--- config.mk ---
export PLATFORM = sky130hd
export DESIGN_NAME = flash_detect
export DESIGN_NICKNAME = d
export VERILOG_FILES = /design/src/rtl/flash_pkg.sv /design/src/rtl/flash_sync.sv /design/src/rtl/flash_detect.sv
export SDC_FILE = /design/constraint.sdc
export NUM_CORES = 1
export LEC_CHECK = 0
export CAP_MARGIN = 20
export CORE_AREA = 5 5 69 71
export CTS_CLUSTER_DIAMETER = 50
export DETAILED_ROUTE_END_ITERATION = 7
export DIE_AREA = 0 0 74 76
export GPL_ROUTABILITY_DRIVEN = 0
export PLACE_DENSITY = 0.72
export SYNTH_ARGS = -nofsm -noshare
export SYNTH_HDL_FRONTEND = slang
export SYNTH_SLANG_ARGS = --single-unit
--- constraint.sdc ---
create_clock -name clk_i -period 3.34 [get_ports clk_i]
set_clock_uncertainty 0.2 [all_clocks]
set_input_delay 1.002 -clock clk_i [delete_from_list [all_inputs] [get_ports clk_i]]
set_output_delay 1.002 -clock clk_i [all_outputs]
set_load 0.02 [all_outputs]
--- src/rtl/flash_pkg.sv ---
// Shared types and default timing for the lamp flasher and its receive-side detector.
package flash_pkg;

    typedef enum logic [1:0] {
        FD_IDLE    = 2'd0,
        FD_ACQUIRE = 2'd1,
        FD_LOCKED  = 2'd2
    } fd_state_t;

    localparam int FD_CNT_W    = 16;
    localparam int FD_HALF_MIN = 4;
    localparam int FD_HALF_MAX = 8;
    localparam int FD_LOCK_CNT = 3;

    function automatic logic maj3(input logic a, input logic b, input logic c);
        return (a & b) | (a & c) | (b & c);
    endfunction

endpackage

--- src/rtl/flash_sync.sv ---
// Two-flop synchronizer for the observed flashing line.
// FLASH_DET_DEGLITCH_EN adds a registered 3-sample majority filter (+2 cycles, kills 1-cycle pulses).
module flash_sync
    import flash_pkg::*;
(
    input  logic clk_i,
    input  logic rst_n_i,
    input  logic f_i,
    output logic s_o
);

    logic meta_q;
    logic sync_q;

    always_ff @(posedge clk_i or negedge rst_n_i) begin
        if (!rst_n_i) begin
            meta_q <= 1'b0;
            sync_q <= 1'b0;
        end else begin
            meta_q <= f_i;
            sync_q <= meta_q;
        end
    end

`ifdef FLASH_DET_DEGLITCH_EN
    logic [1:0] hist_q;
    logic       filt_q;

    always_ff @(posedge clk_i or negedge rst_n_i) begin
        if (!rst_n_i) begin
            hist_q <= 2'b00;
            filt_q <= 1'b0;
        end else begin
            hist_q <= {hist_q[0], sync_q};
            filt_q <= maj3(sync_q, hist_q[0], hist_q[1]);
        end
    end

    assign s_o = filt_q;
`else
    assign s_o = sync_q;
`endif

endmodule

--- src/rtl/flash_detect.sv ---
// Flashing-line detector: times half-periods of F_IN and reports lock when LOCK_CNT in a row fit.
// Optional input deglitch filter is enabled with FLASH_DET_DEGLITCH_EN (see flash_sync).
module flash_detect
    import flash_pkg::*;
#(
    parameter int CNT_W    = FD_CNT_W,
    parameter int HALF_MIN = FD_HALF_MIN,
    parameter int HALF_MAX = FD_HALF_MAX,
    parameter int LOCK_CNT = FD_LOCK_CNT
) (
    input  logic             clk_i,
    input  logic             rst_n_i,
    input  logic             f_in_i,
    output logic             flsh_o,
    output logic             level_o,
    output logic             edge_o,
    output logic [CNT_W-1:0] half_len_o
);

    localparam int GOOD_W = (LOCK_CNT > 1) ? $clog2(LOCK_CNT) : 1;

    logic             s;
    logic             s_prev_q;
    logic             edge_det;
    logic [CNT_W-1:0] cnt_q;
    logic [CNT_W-1:0] cnt_d;
    logic [CNT_W-1:0] meas;
    logic             meas_ok;
    logic             timeout;
    logic             lock_hit;
    fd_state_t        state_q;
    logic [GOOD_W-1:0] good_q;
    logic             flsh_q;
    logic [CNT_W-1:0] half_len_q;

    flash_sync u_sync (
        .clk_i   (clk_i),
        .rst_n_i (rst_n_i),
        .f_i     (f_in_i),
        .s_o     (s)
    );

    assign edge_det = s ^ s_prev_q;
    // meas doubles as the saturating increment of the half-period counter
    assign meas     = (&cnt_q) ? cnt_q : cnt_q + 1'b1;
    assign meas_ok  = (meas >= CNT_W'(HALF_MIN)) && (meas <= CNT_W'(HALF_MAX));
    assign timeout  = !edge_det && (cnt_q == CNT_W'(HALF_MAX));
    assign lock_hit = (int'(good_q) + 1 == LOCK_CNT);
    assign cnt_d    = edge_det ? '0 : meas;

    always_ff @(posedge clk_i or negedge rst_n_i) begin
        if (!rst_n_i) begin
            s_prev_q   <= 1'b0;
            cnt_q      <= '0;
            state_q    <= FD_IDLE;
            good_q     <= '0;
            flsh_q     <= 1'b0;
            half_len_q <= '0;
        end else begin
            s_prev_q <= s;
            cnt_q    <= cnt_d;
            if (edge_det) begin
                half_len_q <= meas;
                case (state_q)
                    FD_IDLE: begin
                        state_q <= FD_ACQUIRE;
                        good_q  <= '0;
                        flsh_q  <= 1'b0;
                    end
                    FD_ACQUIRE: begin
                        if (!meas_ok) begin
                            good_q <= '0;
                        end else if (lock_hit) begin
                            state_q <= FD_LOCKED;
                            good_q  <= '0;
                            flsh_q  <= 1'b1;
                        end else begin
                            good_q <= good_q + 1'b1;
                        end
                    end
                    FD_LOCKED: begin
                        if (!meas_ok) begin
                            state_q <= FD_ACQUIRE;
                            good_q  <= '0;
                            flsh_q  <= 1'b0;
                        end
                    end
                    default: begin
                        state_q <= FD_IDLE;
                        good_q  <= '0;
                        flsh_q  <= 1'b0;
                    end
                endcase
            end else if (timeout) begin
                state_q <= FD_IDLE;
                good_q  <= '0;
                flsh_q  <= 1'b0;
            end
        end
    end

    assign flsh_o     = flsh_q;
    assign level_o    = s;
    assign edge_o     = edge_det;
    assign half_len_o = half_len_q;

endmodule

### Yosys cells after proc, flatten, opt, wreduce, memory -nomap -nowiden

Index checks and enable logic that the tools add are counted.

| operators by class | value |
|---|---|
| add/sub/neg operators | 3 |
| order comparisons | 2 |
| equal/unequal tests | 7 |
| muxes and demuxes | 19 |
| bitwise operators | 1 |
| reduce and logical (&&, ||, !) cells | 8 |

Operators by type and width:

| kind | count |
|---|---|
| 16-bit two-way mux | 2 |
| 2-bit two-way mux | 9 |
| 16-bit by 1-bit adder with 16-bit output (second input constant) | 1 |
| 16-bit by 4-bit == test with 1-bit output (second input constant) | 1 |
| 16-bit by 3-bit >= comparator with 1-bit output (second input constant) | 1 |
| 16-bit by 4-bit <= comparator with 1-bit output (second input constant) | 1 |
| 16-bit AND reduction | 1 |
| 3-bit != test (second input constant) | 3 |
| 2-bit case mux with 3 select lines | 1 |
| 1-bit two-way mux | 5 |
| 2-bit case mux with 2 select lines | 1 |
| 4-bit AND reduction | 1 |
| 2-bit by 1-bit adder with 3-bit output (second input constant) | 1 |
| 3-bit by 2-bit == test with 1-bit output (second input constant) | 1 |
| 2-bit by 1-bit adder with 2-bit output (second input constant) | 1 |
| 2-bit by 1-bit == test with 1-bit output (second input constant) | 1 |
| 2-bit == test (second input constant) | 1 |
| 1-bit logical AND | 2 |
| 2-bit logical NOT | 1 |
| 1-bit case mux with 2 select lines | 1 |
| 2-bit AND reduction | 1 |
| 2-bit nonzero test | 1 |
| 1-bit logical NOT | 1 |
| 1-bit bitwise XOR | 1 |

| storage, ports and cells | value |
|---|---|
| register bits after elaboration | 40 |
| bits of input ports | 3 |

### Logic depth before layout (Yosys ltp)

| logic depth | value |
|---|---|
| word-level depth | 7 |
| mapped depth | 9 |
| mapped depth without buffers | 8 |

### Modules after synthesis

Synthesis repeated with hierarchy kept, for this count alone.

| unflattened totals | value |
|---|---|
| cell total of the unflattened synthesis | 227 |
| area, all modules | 2154.6 um^2 |

Modules (own cells, without submodules):

| module | times used | cells each | area each (um^2) | sequential area each (um^2) |
|---|---|---|---|---|
| flash_detect | 1 | 225 | 2104.5 | 925.9 |
| flash_sync | 1 | 2 | 50.0 | 50.0 |

### Least setup slack after synthesis

OpenSTA, ideal clock, no wires.

| timing | value |
|---|---|
| kind | reg2reg |
| start | register cnt_q[1] |
| end | register good_q[0] |
| arrival | 2.241 ns |
| required time | 3.048 ns |
| setup slack | 0.808 ns |
| cell stages (with the launch flop) | 9 |
| clock period less this slack | 2.532 ns |
| cells stage by stage | dfrtp_1 > ha_1 > nand4_1 > or3_1 > a21oi_1 > o2111ai_1 > nor4_4 > nand4b_2 > o31ai_2 |

| on the way | value |
|---|---|
| cells in the longest elaborated chain, start to end | 7 |

Ends and longest elaborated chain:

| element | line | source |
|---|---|---|
| start, declared | flash_detect.sv:25 | `logic [CNT_W-1:0] cnt_q;` |
| start signal, assigned | flash_detect.sv:61 | `cnt_q <= cnt_d;` |
| 16-bit by 1-bit adder with 16-bit output or 16-bit AND reduction (tied branches) | flash_detect.sv:45 | `assign meas = (&cnt_q) ? cnt_q : cnt_q + 1'b1;` |
| 16-bit two-way mux | flash_detect.sv:45 |  |
| 16-bit by 3-bit >= comparator with 1-bit output or 16-bit by 4-bit <= comparator with 1-bit output (tied branches) | flash_detect.sv:46 | `assign meas_ok = (meas >= CNT_W'(HALF_MIN)) && (meas <= CNT_W'(HALF_MAX));` |
| 1-bit logical AND | flash_detect.sv:46 |  |
| 2-bit two-way mux | flash_detect.sv:71 | `if (!meas_ok) begin` |
| 2-bit case mux with 2 select lines | flash_detect.sv:64 | `case (state_q)` |
| 2-bit two-way mux | flash_detect.sv:62 | `if (edge_det) begin` |
| end signal, assigned | flash_detect.sv:78 | `good_q <= good_q + 1'b1;` |
| end, declared | flash_detect.sv:32 | `logic [GOOD_W-1:0] good_q;` |

Parallel ways exist; a longest one is shown, timed or not.
A chain may end at the register's enable or synchronous reset.

### Final worst setup path

| timing | value |
|---|---|
| start | register u_sync.sync_q, in the netlist u_sync.s_o |
| end | output edge_o |

| on the way | value |
|---|---|
| cells in the longest elaborated chain, start to end | 1 |

Ends and longest elaborated chain:

| element | line | source |
|---|---|---|
| start, declared | flash_sync.sv:13 | `logic sync_q;` |
| start signal, assigned | flash_sync.sv:21 | `sync_q <= meta_q;` |
| 1-bit bitwise XOR | flash_detect.sv:43 | `assign edge_det = s ^ s_prev_q;` |
| end, declared | flash_detect.sv:16 | `output logic edge_o,` |

Every way passes these cells.

==> flow_metrics.env <==
export IMPL_synth_warning_count=0
export IMPL_grt_pass1_vias=1671
export IMPL_placed_cell_area_sq_um=2360
export IMPL_synth_edff_count=0
export IMPL_setup_slack_ns=0.426
export IMPL_synthArstFlopShare=1.00
export IMPL_wirelength_um=4980
export IMPL_ir_drop_mv=0.441
export IMPL_cp_end_kind="output pin"
export IMPL_antenna_cells=0
export IMPL_htreeDepth=2
export IMPL_layout_commonest_cell="dfrtp_1"
export IMPL_antenna_found_initial=0
export IMPL_nets=249
export IMPL_period_minus_slack_ns=2.91
export IMPL_synth_distinct_cells=57
export IMPL_powerDensity_nw_per_um2=429
export IMPL_layout_common_cells="39 x dfrtp_1, 35 x nor2_1, 20 x nand2_1, 20 x clkdlybuf4s50_1, 14 x o21ai_0"
export IMPL_synthDominantCellAreaShare=0.453
export IMPL_die_x_um=74
export IMPL_r2r_end="good_q[0]$_DFFE_PN0P_"
export IMPL_worstPathCellList="xnor2_1 > clkinv_1 > clkdlybuf4s50_1"
export IMPL_ys_seq_elements=39
export IMPL_cts_buffer_depth=2
export IMPL_rsz0062_at_grt="false"
export IMPL_max_cap_violations=0
export IMPL_r2r_setup_slack_ns=0.47
export IMPL_drive_gt1_frac=0.127
export IMPL_clk_pin_slew_ns=0.07
export IMPL_cts_tree="yes"
export IMPL_ant_nets=0
export IMPL_period_share=0.872
export IMPL_grt_max_degree=40
export IMPL_setup_viol=0
export IMPL_grt_overflow=0
export IMPL_fin_tns_setup_ns=0
export IMPL_core_area_sq_um=4170
export IMPL_synth_area_leaders="dfrtp_1 45%, nor2_1 6.1%, nand2_1 3.5%"
export IMPL_leakagePower_nw=1.00
export IMPL_crit_fanout=3
export IMPL_syn_to_final_growth_pct=13.8
export IMPL_detailedPlace_worstSlack_ns=0.504
export IMPL_synth_area_sq_um=2150
export IMPL_post_cts_buffers=0
export IMPL_timing_critical_path_to="edge_o"
export IMPL_design_area_sq_um=2450
export IMPL_post_drt_wl_per_cell_um=16.8
export IMPL_synthCells=227
export IMPL_hold_viol_final=0
export IMPL_crit_buf_inv=2
export IMPL_r2r_start="cnt_q[1]$_DFF_PN0_"
export IMPL_cts_buffers=5
export IMPL_vias=1771
export IMPL_io_pins=22
export IMPL_avgViaCountPerCell=5.96
export IMPL_die_h_um=76
export IMPL_ctsHoldBuffers=0
export IMPL_cp_required_ns=2.14
export IMPL_globalRouteTotalUtil=0.196
export IMPL_rows=24
export IMPL_fmax_ghz=0.343
export IMPL_start_kind="flip-flop"
export IMPL_drv_slew=0
export IMPL_crit_arrival_ns=1.71
export IMPL_ctsResizeCount=0
export IMPL_cts_sinks=39
export IMPL_crit_cells=3
export IMPL_finalPower_w=0.00105
export IMPL_numPortBuffers=21
export IMPL_place_inst=289
export IMPL_worstMarginPinSlew_ns=0.846
export IMPL_postSynthAreaPerCell_sq_um=9.49
export IMPL_clk_latency_ns=0.30
export IMPL_status="finished, final reports clean"
export IMPL_drt_iter0_markers=245
export IMPL_cp_top_family="buffers and inverters"
export IMPL_reg2reg_depth=8
export IMPL_drc=0
export IMPL_cts_root_buf="clkbuf_8"
export IMPL_hpwl_um=3550
export IMPL_die_area_sq_um=5620
export IMPL_syn_nets=232
export IMPL_slowest_delay_ns=0.57
export IMPL_synth_seq_area_share=0.453
export IMPL_dr_pass1_iters=4
export IMPL_start_util=0.516
export IMPL_crit_type="reg2out"
export IMPL_grt_pass1_wl_um=8610
export IMPL_maxSlewHeadroom=0.436
export IMPL_crit_start="u_sync.s_o$_DFF_PN0_"
export IMPL_final_cells=297
export IMPL_yosysTopAreaCell="dfrtp_1"
export IMPL_slowest_stage="clkdlybuf4s50_1"
export IMPL_synth_flop_cell="dfrtp_1"
export IMPL_holdCritPathClass="reg2reg"
==> power breakdown <==
part	switching, W	internal, W
registers	0.0000295	0.000503
logic	0.000117	0.0000837
clock network	0.000175	0.000145
total	0.000321	0.000732
==> synth_stat cells (5+ instances only) <==
cell / number
o21ai_0: 14
dfrtp_1: 39
a21oi_1: 8
nand4_1: 5
nand3_1: 5
nor2_1: 35
nand2_1: 20
clkbuf_1: 7
xnor2_1: 7
nor3_1: 6
==> metal layers <==
metal | track usage | routed length, um | vias to the layer above
met5 | 0 | 0 | -
met4 | 0.0616 | 79 | 0
met3 | 0.0435 | 236 | 8
met2 | 0.270 | 2310 | 61
met1 | 0.302 | 2360 | 858
li1 | - | - | 844
==> registers in the layout (all words and copies together) (netlist names) <==
name / count
cnt_q: 16
half_len_o: 16
good_q: 2
state_q: 2
s_prev_q: 1
u_sync.meta_q: 1
u_sync.s_o: 1
==> worst min path at each step <==
| stage | from | end | cells past startpoint |
|---|---|---|---|
| global route | u_sync.meta_q$_DFF_PN0_ | u_sync.s_o$_DFF_PN0_ | 0 |
| finish | u_sync.meta_q$_DFF_PN0_ | u_sync.s_o$_DFF_PN0_ | 0 |
| global placement | u_sync.meta_q$_DFF_PN0_ | u_sync.s_o$_DFF_PN0_ | 0 |
| CTS | u_sync.meta_q$_DFF_PN0_ | u_sync.s_o$_DFF_PN0_ | 0 |
| detailed placement | u_sync.meta_q$_DFF_PN0_ | u_sync.s_o$_DFF_PN0_ | 0 |
| floorplan | u_sync.meta_q$_DFF_PN0_ | u_sync.s_o$_DFF_PN0_ | 0 |
==> layout make-up <==
class	count	area, sq um
Inverter	5	18.8
Fill cell	350	1720
Clock buffer	5	68.8
Clock inverter	3	20.0
Multi-Input combinational cell	168	1070
Sequential cell	39	976
Timing Repair Buffer	25	235
Tap cell	52	65.1
==> kinds of logic (layout without fill, tap and decap cells) <==
| logic type | after synthesis | in the layout | share of synthesized area |
|---|---|---|---|
| buffers and inverters | 20 | 38 | 0.0546 |
| xor gates and xnor gates | 9 | 9 | 0.0366 |
| and+or+nand+nor | 104 | 104 | 0.270 |
| DFF | 39 | 39 | 0.453 |
| AOI/OAI and AO/OA | 49 | 49 | 0.156 |
| adders and majority gates | 2 | 2 | 0.0116 |
| muxes | 4 | 4 | 0.0186 |
==> through the flow <==
step / utilization / hold WS [ns]
after CTS: 0.587 / 0.163
after floorplan: - / 0.131
after global placement: 0.566 / 0.144
final: 0.587 / 0.160
after global routing: 0.587 / 0.174
after detailed placement: 0.566 / 0.136
(Power assumes the default switching activity.)
